[config.mk]
export PLATFORM = sky130hd
export DESIGN_NAME = mem_stage
export DESIGN_NICKNAME = d
export VERILOG_FILES = /design/src/rtl/mem_stage.sv
export SDC_FILE = /design/constraint.sdc
export NUM_CORES = 1
export LEC_CHECK = 0
export ABC_AREA = 1
export BUFFER_PORTS_ARGS = -buffer_cell sky130_fd_sc_hd__buf_2
export CORE_UTILIZATION = 30
export DETAILED_ROUTE_END_ITERATION = 6
export GPL_ROUTABILITY_DRIVEN = 0
export PLACE_DENSITY = 0.55
export SLEW_MARGIN = 20
export SYNTH_ARGS = -nofsm -noshare
export SYNTH_HDL_FRONTEND = slang
export SYNTH_SLANG_ARGS = --single-unit
export TNS_END_PERCENT = 50
[constraint.sdc]
create_clock -name clk -period 3.6 [get_ports clk]
set_input_delay 0 -clock clk [delete_from_list [all_inputs] [get_ports clk]]
set_output_delay 0 -clock clk [all_outputs]
set_load 0.02 [all_outputs]
[src/rtl/mem_stage.sv]
// mem_stage: memory-access pipeline stage between EX and WB.
//
// Purpose
//   Latches the EX payload, collects the data_sram response for a load whose
//   request was already accepted in EX, then aligns and extends the load data.
//   If WB stalls, the response is held in a buffer. Responses that belong to
//   flushed instructions are counted and dropped silently. A bypass flag tells
//   ID hazard logic when a load result is still outstanding.
//
// Ports
//   clk, reset           clock; synchronous active-high reset
//   ex_valid             EX holds a valid instruction
//   ex_ready_go          EX has finished its work
//   mem_allow_in         this stage can accept from EX in this cycle
//   ex_wait_data_ok      the incoming instruction has a data_sram request outstanding
//   ex_ld_ctrl           [0]ld_h [1]ld_hu [2]ld_b [3]ld_bu [4]ld_w; all zero = non-load
//   ex_result            ALU result, or the byte address for memory ops
//   ex_exc               exception bus (passed through)
//   ex_wb_bus            opaque WB payload (passed through)
//   data_sram_data_ok    response valid (in order, one per accepted request)
//   data_sram_rdata      response data
//   flush                kill the instruction held in this stage
//   wb_allow_in          WB accepts when mem_valid_out is high
//   mem_valid_out        stage holds a finished, unflushed instruction
//   mem_result           extended load data, or the registered ex_result
//   mem_exc, mem_wb_bus  registered pass-through buses
//   mem_fwd_pending      valid load whose data is not available yet

module mem_stage #(
    parameter int WB_W   = 64,
    parameter int EXC_W  = 16,
    parameter int DISC_W = 2
) (
    input  logic             clk,
    input  logic             reset,
    input  logic             ex_valid,
    input  logic             ex_ready_go,
    output logic             mem_allow_in,
    input  logic             ex_wait_data_ok,
    input  logic [4:0]       ex_ld_ctrl,
    input  logic [31:0]      ex_result,
    input  logic [EXC_W-1:0] ex_exc,
    input  logic [WB_W-1:0]  ex_wb_bus,
    input  logic             data_sram_data_ok,
    input  logic [31:0]      data_sram_rdata,
    input  logic             flush,
    input  logic             wb_allow_in,
    output logic             mem_valid_out,
    output logic [31:0]      mem_result,
    output logic [EXC_W-1:0] mem_exc,
    output logic [WB_W-1:0]  mem_wb_bus,
    output logic             mem_fwd_pending
);

    localparam int LD_H  = 0;
    localparam int LD_HU = 1;
    localparam int LD_B  = 2;
    localparam int LD_BU = 3;
    localparam int LD_W  = 4;

    logic              valid_q,    valid_d;
    logic              wait_ok_q,  wait_ok_d;
    logic              got_data_q, got_data_d;
    logic [31:0]       data_buf_q, data_buf_d;
    logic [DISC_W-1:0] discard_q,  discard_d;
    logic [4:0]        ld_ctrl_q,  ld_ctrl_d;
    logic [31:0]       result_q,   result_d;
    logic [EXC_W-1:0]  exc_q,      exc_d;
    logic [WB_W-1:0]   wb_bus_q,   wb_bus_d;

    logic        dataUsable;
    logic        dropResp;
    logic        waitingForData;
    logic        useResp;
    logic        readyGo;
    logic        handoff;
    logic        transfer;
    logic        orphanNow;
    logic [31:0] loadData;
    logic [7:0]  loadByte;
    logic [15:0] loadHalf;

    // A response belongs to the held instruction only after every older
    // orphan response has been drained. Same-cycle data is forwarded directly,
    // so a load that gets its response in this cycle finishes without delay.
    always_comb begin
        dataUsable     = data_sram_data_ok && (discard_q == '0);
        dropResp       = data_sram_data_ok && (discard_q != '0);
        waitingForData = valid_q && wait_ok_q && !got_data_q;
        useResp        = dataUsable && waitingForData;
        readyGo        = !valid_q || !wait_ok_q || got_data_q || dataUsable;
        mem_allow_in   = !valid_q || (readyGo && wb_allow_in) || flush;
        mem_valid_out  = valid_q && readyGo && !flush;
        handoff        = mem_valid_out && wb_allow_in;
        transfer       = ex_valid && ex_ready_go && mem_allow_in;
        // Raise the orphan count when a request is still in flight for an
        // instruction that a flush kills: either the instruction held here, or
        // an instruction that enters in the same cycle as the flush.
        orphanNow      = flush && ((waitingForData && !dataUsable) ||
                                   (transfer && ex_wait_data_ok));
        mem_fwd_pending = waitingForData && !dataUsable;
    end

    // Next-state logic. Mutual exclusion between these cases comes from
    // mem_allow_in: a transfer can only happen when the stage is empty, is
    // handing off, or is being flushed.
    always_comb begin
        valid_d    = valid_q;
        wait_ok_d  = wait_ok_q;
        got_data_d = got_data_q;
        data_buf_d = data_buf_q;
        discard_d  = discard_q;
        ld_ctrl_d  = ld_ctrl_q;
        result_d   = result_q;
        exc_d      = exc_q;
        wb_bus_d   = wb_bus_q;

        if (transfer) begin
            valid_d   = !flush;
            wait_ok_d = ex_wait_data_ok && (ex_exc == '0);
            ld_ctrl_d = ex_ld_ctrl;
            result_d  = ex_result;
            exc_d     = ex_exc;
            wb_bus_d  = ex_wb_bus;
        end else if (handoff || flush) begin
            valid_d = 1'b0;
        end

        if (transfer || handoff || flush) begin
            got_data_d = 1'b0;
        end else if (useResp) begin
            got_data_d = 1'b1;
        end

        if (useResp) begin
            data_buf_d = data_sram_rdata;
        end

        // An orphan that is added and one that is drained in the same cycle
        // cancel each other out.
        if (orphanNow && !dropResp) begin
            discard_d = discard_q + 1'b1;
        end else if (!orphanNow && dropResp) begin
            discard_d = discard_q - 1'b1;
        end
    end

    always_ff @(posedge clk) begin
        if (reset) begin
            valid_q    <= 1'b0;
            wait_ok_q  <= 1'b0;
            got_data_q <= 1'b0;
            data_buf_q <= '0;
            discard_q  <= '0;
            ld_ctrl_q  <= '0;
            result_q   <= '0;
            exc_q      <= '0;
            wb_bus_q   <= '0;
        end else begin
            valid_q    <= valid_d;
            wait_ok_q  <= wait_ok_d;
            got_data_q <= got_data_d;
            data_buf_q <= data_buf_d;
            discard_q  <= discard_d;
            ld_ctrl_q  <= ld_ctrl_d;
            result_q   <= result_d;
            exc_q      <= exc_d;
            wb_bus_q   <= wb_bus_d;
        end
    end

    // Select the load lane. For halfword loads, address bit 0 is ignored,
    // because misaligned accesses trap upstream.
    always_comb begin
        loadData = got_data_q ? data_buf_q : data_sram_rdata;
        case (result_q[1:0])
            2'd0:    loadByte = loadData[7:0];
            2'd1:    loadByte = loadData[15:8];
            2'd2:    loadByte = loadData[23:16];
            default: loadByte = loadData[31:24];
        endcase
        loadHalf = result_q[1] ? loadData[31:16] : loadData[15:0];

        mem_result = result_q;
        if (ld_ctrl_q[LD_W]) begin
            mem_result = loadData;
        end else if (ld_ctrl_q[LD_B]) begin
            mem_result = {{24{loadByte[7]}}, loadByte};
        end else if (ld_ctrl_q[LD_BU]) begin
            mem_result = {24'h0, loadByte};
        end else if (ld_ctrl_q[LD_H]) begin
            mem_result = {{16{loadHalf[15]}}, loadHalf};
        end else if (ld_ctrl_q[LD_HU]) begin
            mem_result = {16'h0, loadHalf};
        end
    end

    assign mem_exc    = exc_q;
    assign mem_wb_bus = wb_bus_q;

`ifndef SYNTHESIS
    // Every response must have either a pending owner or an orphan slot, and
    // the orphan counter must never wrap.
    always_ff @(posedge clk) begin
        if (!reset) begin
            assert (!data_sram_data_ok || dropResp || waitingForData);
            assert (!(orphanNow && !dropResp && (discard_q == '1)));
        end
    end
`endif

endmodule

==> run metrics, run 1 <==
Avg Cell Area, Syn approximately 6.8 sq um; WL per Instance 14.6 um; Max Fclk 372 MHz; area grow syn2layout 49.7%; critical-path cell list buf_4 > nand2_1 > nand3_1 > nand3_1 > nand3_1 > inv_1 > a21oi_2 > buf_2; # DRC 0; Final Util a little under half; Clock Sinks 154; top cell type's share of synthesized area 43.1%; Synth Cell Area between 7000 and 8000 sq um; post-synthesis async set-or-reset flop share 0%; CP Launch Type flip-flop; Die Height between 150 and 200 um; clk root buf clkbuf_16; crit-path leading delay family simple AND/OR/NAND/NOR gates; Final WS setup between 0.9 and 1 ns; R2R Setup Slk about 1.1 ns; antenna viol nets, final 0; slowest cell on the critical path nand3_1; fin nets between 1500 and 2000; Most Frequent Cell on Critical Path nand3_1; placed insts 1585; via count roughly 8000; syn nets between 1000 and 1500; synth warn 0; vias in the first global route around 7700; Setup Total Neg Slack 0 ns; Max Clock Skew ~0.014 ns; post-place setup slack 1.39 ns; status finished, final reports clean; die outline width around 160 um; Max transition margin approximately a third; Synth area leader dfxtp_1; num rows 56; final WL 25900 um; post-layout minimum cycle time between 2 and 3 ns; initial cell density of the core between 30% and 40%; gr ovfl total 0; most numerous cell in the Yosys netlist nor2_1; CTS tree done; RSZ-0062 raised after global routing no; Fin. Hold Viols 0; sequential element share of the synthesized area roughly 43%; Max Cap Viol 0; Yosys reg bits 154; Via density about 4.5; CORE AREA between 20000 and 25000 sq um; largest net degree at the start of global routing between 100 and 150; clk buf depth 2; reg2reg path depth 6; Commonest cells post-synth 334 x nor2_1, 169 x nand2_1, 154 x dfxtp_1, 143 x o21ai_0, 62 x nand3_1; Worst-path clk slew approximately 0.070 ns; Tcrit/Tclk final about 75%; Post-synth EDFFs 0; cell count after synthesis around 1100; ys flop type dfxtp_1; antenna violations before repair 1; # IOs about 270; Critical Path End Type output port; H-tree depth 4; path type of the worst setup path flip-flop to output port; Clock Latency Late Sink about 0.44 ns; Overall Global Routing Usage 21.1%; HP Class input port to flip-flop; Distinct cells, synth 29; count of final setup violators 0; critical path data arrival time between 2 and 3 ns; Final Slew Violations 0; Num CTS Buffers 17; power per cell area roughly 440 nW/um^2; DRT Pass-1 Iters 5; worst ir drop on vdd about 0.00027 V; Slew @ Worst Pin slightly above 1 ns; Synth area leaders dfxtp_1 43%, nor2_1 18%, o21ai_0 10%; WP depth 8; CP required 3.60 ns; DR iter-0 viols around 460; crit-path max FO 33; WP buf/inv 3; layout cells sized above 1 between 20% and 30%; port buffer count 271; Non-Filler Instances 1771; CP max stage delay about 0.48 ns; Die ar. 24400 sq um; leakage roughly 5.0 nW; hpwl dp ~18000 um; first-pass GRT wire length roughly 40000 um; hold path depth 4
worst min-delay path, stage by stage:
cell and delay [ns]:
buf_2 0.12, o21ai_0 0.08, ha_1 0.17, a21oi_1 0.07
metal layers:
| metal | GRT usage [%] | vias up | wire length [um] |
|---|---|---|---|
| li1 | - | 4126 | - |
| met5 | 0 | - | 0 |
| met1 | 26.1 | 3554 | 11100 |
| met2 | 35.7 | 308 | 12300 |
| met4 | 6.77 | 0 | 500 |
| met3 | 5.51 | 32 | 2020 |
logic make-up (layout without fill, tap and decap cells):
logic type	Yosys count	in the layout	synth area share, %
other	0	1	0
DFF	154	154	43.1
muxes	1	1	0.140
adders and majority gates	1	1	0.175
AOI/OAI and AO/OA	200	200	15.3
and+or+nand+nor	584	584	32.9
buffers and inverters	114	511	8.33
path summary, 6_finish.rpt:
kind                     startpoint              to
setup / recovery         got_data_q  mem_result[28]
hold / removal    data_sram_data_ok    discard_q[0]
setup reg to reg         got_data_q      got_data_q
hold reg to reg       data_buf_q[6]   data_buf_q[6]
registers in the layout (all words and copies together), names as in the netlist:
name and flops:
data_buf_q 32, got_data_q 1, valid_q 1, wait_ok_q 1, mem_wb_bus 64, mem_exc 16
ld_ctrl_q 5, discard_q 2, result_q 32
report_power, final:
| part | total [mW] | internal [mW] | leakage [nW] | switching [mW] |
|---|---|---|---|---|
| clock | 1.83 | 0.938 | 0.290 | 0.889 |
| combinational | 1.01 | 0.419 | 3.46 | 0.591 |
| sequential | 1.85 | 1.80 | 1.26 | 0.0535 |
through the flow:
step / hold slack [ns] / cell area [sq um] / total power, mW
4_1_cts: 0.0433 / 10700 / 4.73
3_5_place_dp: 0.223 / 8570 / 2.77
6_report: 0.0588 / 10700 / 4.69
5_1_grt: 0.0904 / 10700 / 4.92
2_1_floorplan: 0.0691 / 7150 / 2.45
3_3_place_gp: 0.225 / 8570 / 2.76
placed cells by master, fill, tap and decap left out:
| cell type | Yosys | layout |
|---|---|---|
| a21boi_0 | 1 | 1 |
| a21oi_1 | 13 | 13 |
| a21oi_2 | 20 | 20 |
| a21oi_4 | 1 | 1 |
| and3_1 | 2 | 2 |
| buf_12 | 0 | 1 |
| buf_2 | 20 | 271 |
| buf_4 | 5 | 9 |
| clkbuf_16 | 0 | 17 |
| clkinv_1 | 0 | 1 |
| clkinv_2 | 0 | 1 |
| clkinv_4 | 0 | 3 |
| clkinv_8 | 0 | 3 |
| clkinvlp_4 | 0 | 1 |
| dfxtp_1 | 154 | 154 |
| diode_2 | 0 | 1 |
| dlygate4sd3_1 | 0 | 153 |
| ha_1 | 1 | 1 |
| inv_1 | 44 | 42 |
| inv_4 | 1 | 1 |
| inv_6 | 0 | 1 |
| inv_8 | 0 | 7 |
| mux2i_1 | 1 | 1 |
| nand2_1 | 169 | 169 |
| nand2_2 | 1 | 1 |
| nand2_4 | 3 | 3 |
| nand3_1 | 62 | 62 |
| nand3_4 | 1 | 1 |
| nand3b_2 | 1 | 1 |
| nand4_1 | 1 | 1 |
| nor2_1 | 334 | 334 |
| nor2_4 | 1 | 1 |
| nor3_1 | 2 | 2 |
| o211ai_1 | 2 | 2 |
| o21ai_0 | 143 | 143 |
| o21ai_1 | 20 | 20 |
| or2_2 | 7 | 7 |
cell type report:
class                      instances  area (sq um)
antenna                            1          2.50
clock buffer                      17           425
clock inverter                    15           170
fill                            2414         12700
inverter                          45           173
multi-input combinational        786          3470
sequential                       154          3080
tap                              319           399
timing repair buffer             434          2980
what timing repair did:
action,in CTS,in global routing
resized for setup,0,0
hold buffers,153,0
endpoints found under the hold margin,152,0
setup buffers,0,0
Note: power is estimated with default switching activity, not from simulation.
==> run 2, diff against run 1 <==
- PLACE_DENSITY: 0.55 -> 0.57
- clock period: 3.6 -> 2.41 ns (I/O delays scaled with it)
==> run 2 against run 1 <==
Final area up 1.1%. Via count rose by 1.8%. Worst setup slack worse by 0.75 ns. Largest power group unchanged. Critical path type unchanged. Sequential power grew 49%. Critical path depth rose by 2. Routed wire length up 0.74%. Clock-buffer cell count unchanged.
==> run metrics, run 2 (synthesized netlist as in run 1, its figures left out) <==
multi-input gate area in the final layout around 3500 sq um; worst ir drop on vdd between 0.0003 and 0.0004 V; highest-count cells in the layout ignoring fill and taps 334 x nor2_1, 271 x buf_2, 169 x nand2_1; antenna viol nets, final 0; leakage slightly above 5 nW; initial cell density of the core 30.5%; final WL ~26000 um; fill cell count ~2500; Fin. Hold Viols 0; Max transition margin approximately three fifths; WL per Instance ~15 um; Tcrit/Tclk final around 93%; H-tree depth 4; Max Clock Skew approximately 0.016 ns; post-place setup slack about 0.52 ns; HP Class input port to flip-flop; Design Area, Final 10800 sq um; vias in the first global route 7782; Setup Fix Bufs, Post-CTS 0; Final Slew Violations 0; layout cells sized above 1 about a quarter; Max Fclk between 400 and 500 MHz; path type of the worst setup path flip-flop to output port; # DRC 0; Slew @ Worst Pin just under 0.6 ns; via count between 8000 and 9000; post-layout minimum cycle time approximately 2.2 ns; count of final setup violators 0; hpwl dp 17500 um; antenna violations before repair 3; die outline width around 160 um; power per cell area about 650 nW/um^2; placed cell area slightly below 9000 sq um; Die ar. 24400 sq um; CP required ~2.4 ns; largest net degree at the start of global routing around 140; Setup Total Neg Slack 0 ns; critical path data arrival time ~2.2 ns; DRT Pass-1 Iters 7; first-pass GRT wire length approximately 40000 um; num rows 56; Die Height 156 um; clk root buf clkbuf_16; status finished, final reports clean; fin nets roughly 1600; clk buf depth 2; crit-path max FO 17; Via density 4.58; Min Hold Slack roughly 0.075 ns; gr ovfl total 0; Max Cap Viol 0; Clock Sinks 154; DR iter-0 viols 382; area grow syn2layout 51.3%; CORE AREA roughly 23000 sq um; max reg flops 64; Overall Global Routing Usage a little over a fifth; Worst-path clk slew 0.08 ns; RSZ-0062 raised after global routing no; # IOs around 270; Final WS setup ~0.17 ns; CP Launch Type flip-flop; CTS tree done; Critical Path End Type output port; Seq. cell area between 3000 and 4000 sq um; commonest non-fill, non-tap cell in the layout nor2_1; Num CTS Buffers 17; Clock Latency Late Sink 0.43 ns; port buffer count between 200 and 300
run 2: final timing paths:
check	startpoint	end	depth (start not counted)	slack, ns
max	got_data_q	mem_result[3]	10	0.17
min	data_sram_data_ok	discard_q[0]	4	0.08
max reg2reg	discard_q[1]	discard_q[1]	12	0.51
min reg2reg	data_buf_q[6]	data_buf_q[6]	2	0.45
run 2: metrics by stage:
step           cells  total power, mW  util [%]
2_1_floorplan   1054             3.66         -
3_3_place_gp    1594             4.14      37.1
3_5_place_dp    1594             4.15      37.1
4_1_cts         1779             7.08      46.1
5_1_grt         1782             7.36      46.2
6_report        1782             7.02      46.2
run 2: repair_timing:
item,in CTS,in global routing
hold endpoints to repair,152,0
endpoints found under the setup margin,0,17
gates resized for setup,0,2
hold buffers,153,0
run 2: critical path: stages, from the launching register on:
cell	delay (ns)
dfxtp_1	0.34
buf_4	0.20
inv_4	0.16
buf_4	0.25
nand2_1	0.09
nand3_1	0.13
nand2_1	0.09
nand2_1	0.07
nand3_1	0.07
o21ai_0	0.19
buf_2	0.21
run 2: routing by layer:
layer | GRT usage (%) | wire length, um | up-vias
met4 | 7.10 | 488 | 0
met5 | 0 | 0 | -
met2 | 36.4 | 12700 | 275
met1 | 24.8 | 11100 | 3706
li1 | - | - | 4153
met3 | 5.76 | 1760 | 32
run 2: power by group:
part | leakage, nW | switching [mW] | internal, mW
Combinational | 3.53 | 0.893 | 0.646
Clock | 0.286 | 1.32 | 1.40
Sequential | 1.26 | 0.0764 | 2.68
Total | 5.08 | 2.29 | 4.73
run 2: layout make-up:
cell class,count,area share (%)
Clock buffer,17,3.93
Sequential cell,154,28.5
Clock inverter,15,1.56
Timing Repair Buffer,443,28.6
Inverter,45,1.60
Tap cell,319,3.69
Antenna cell,3,0.0694
Multi-Input combinational cell,786,32.1
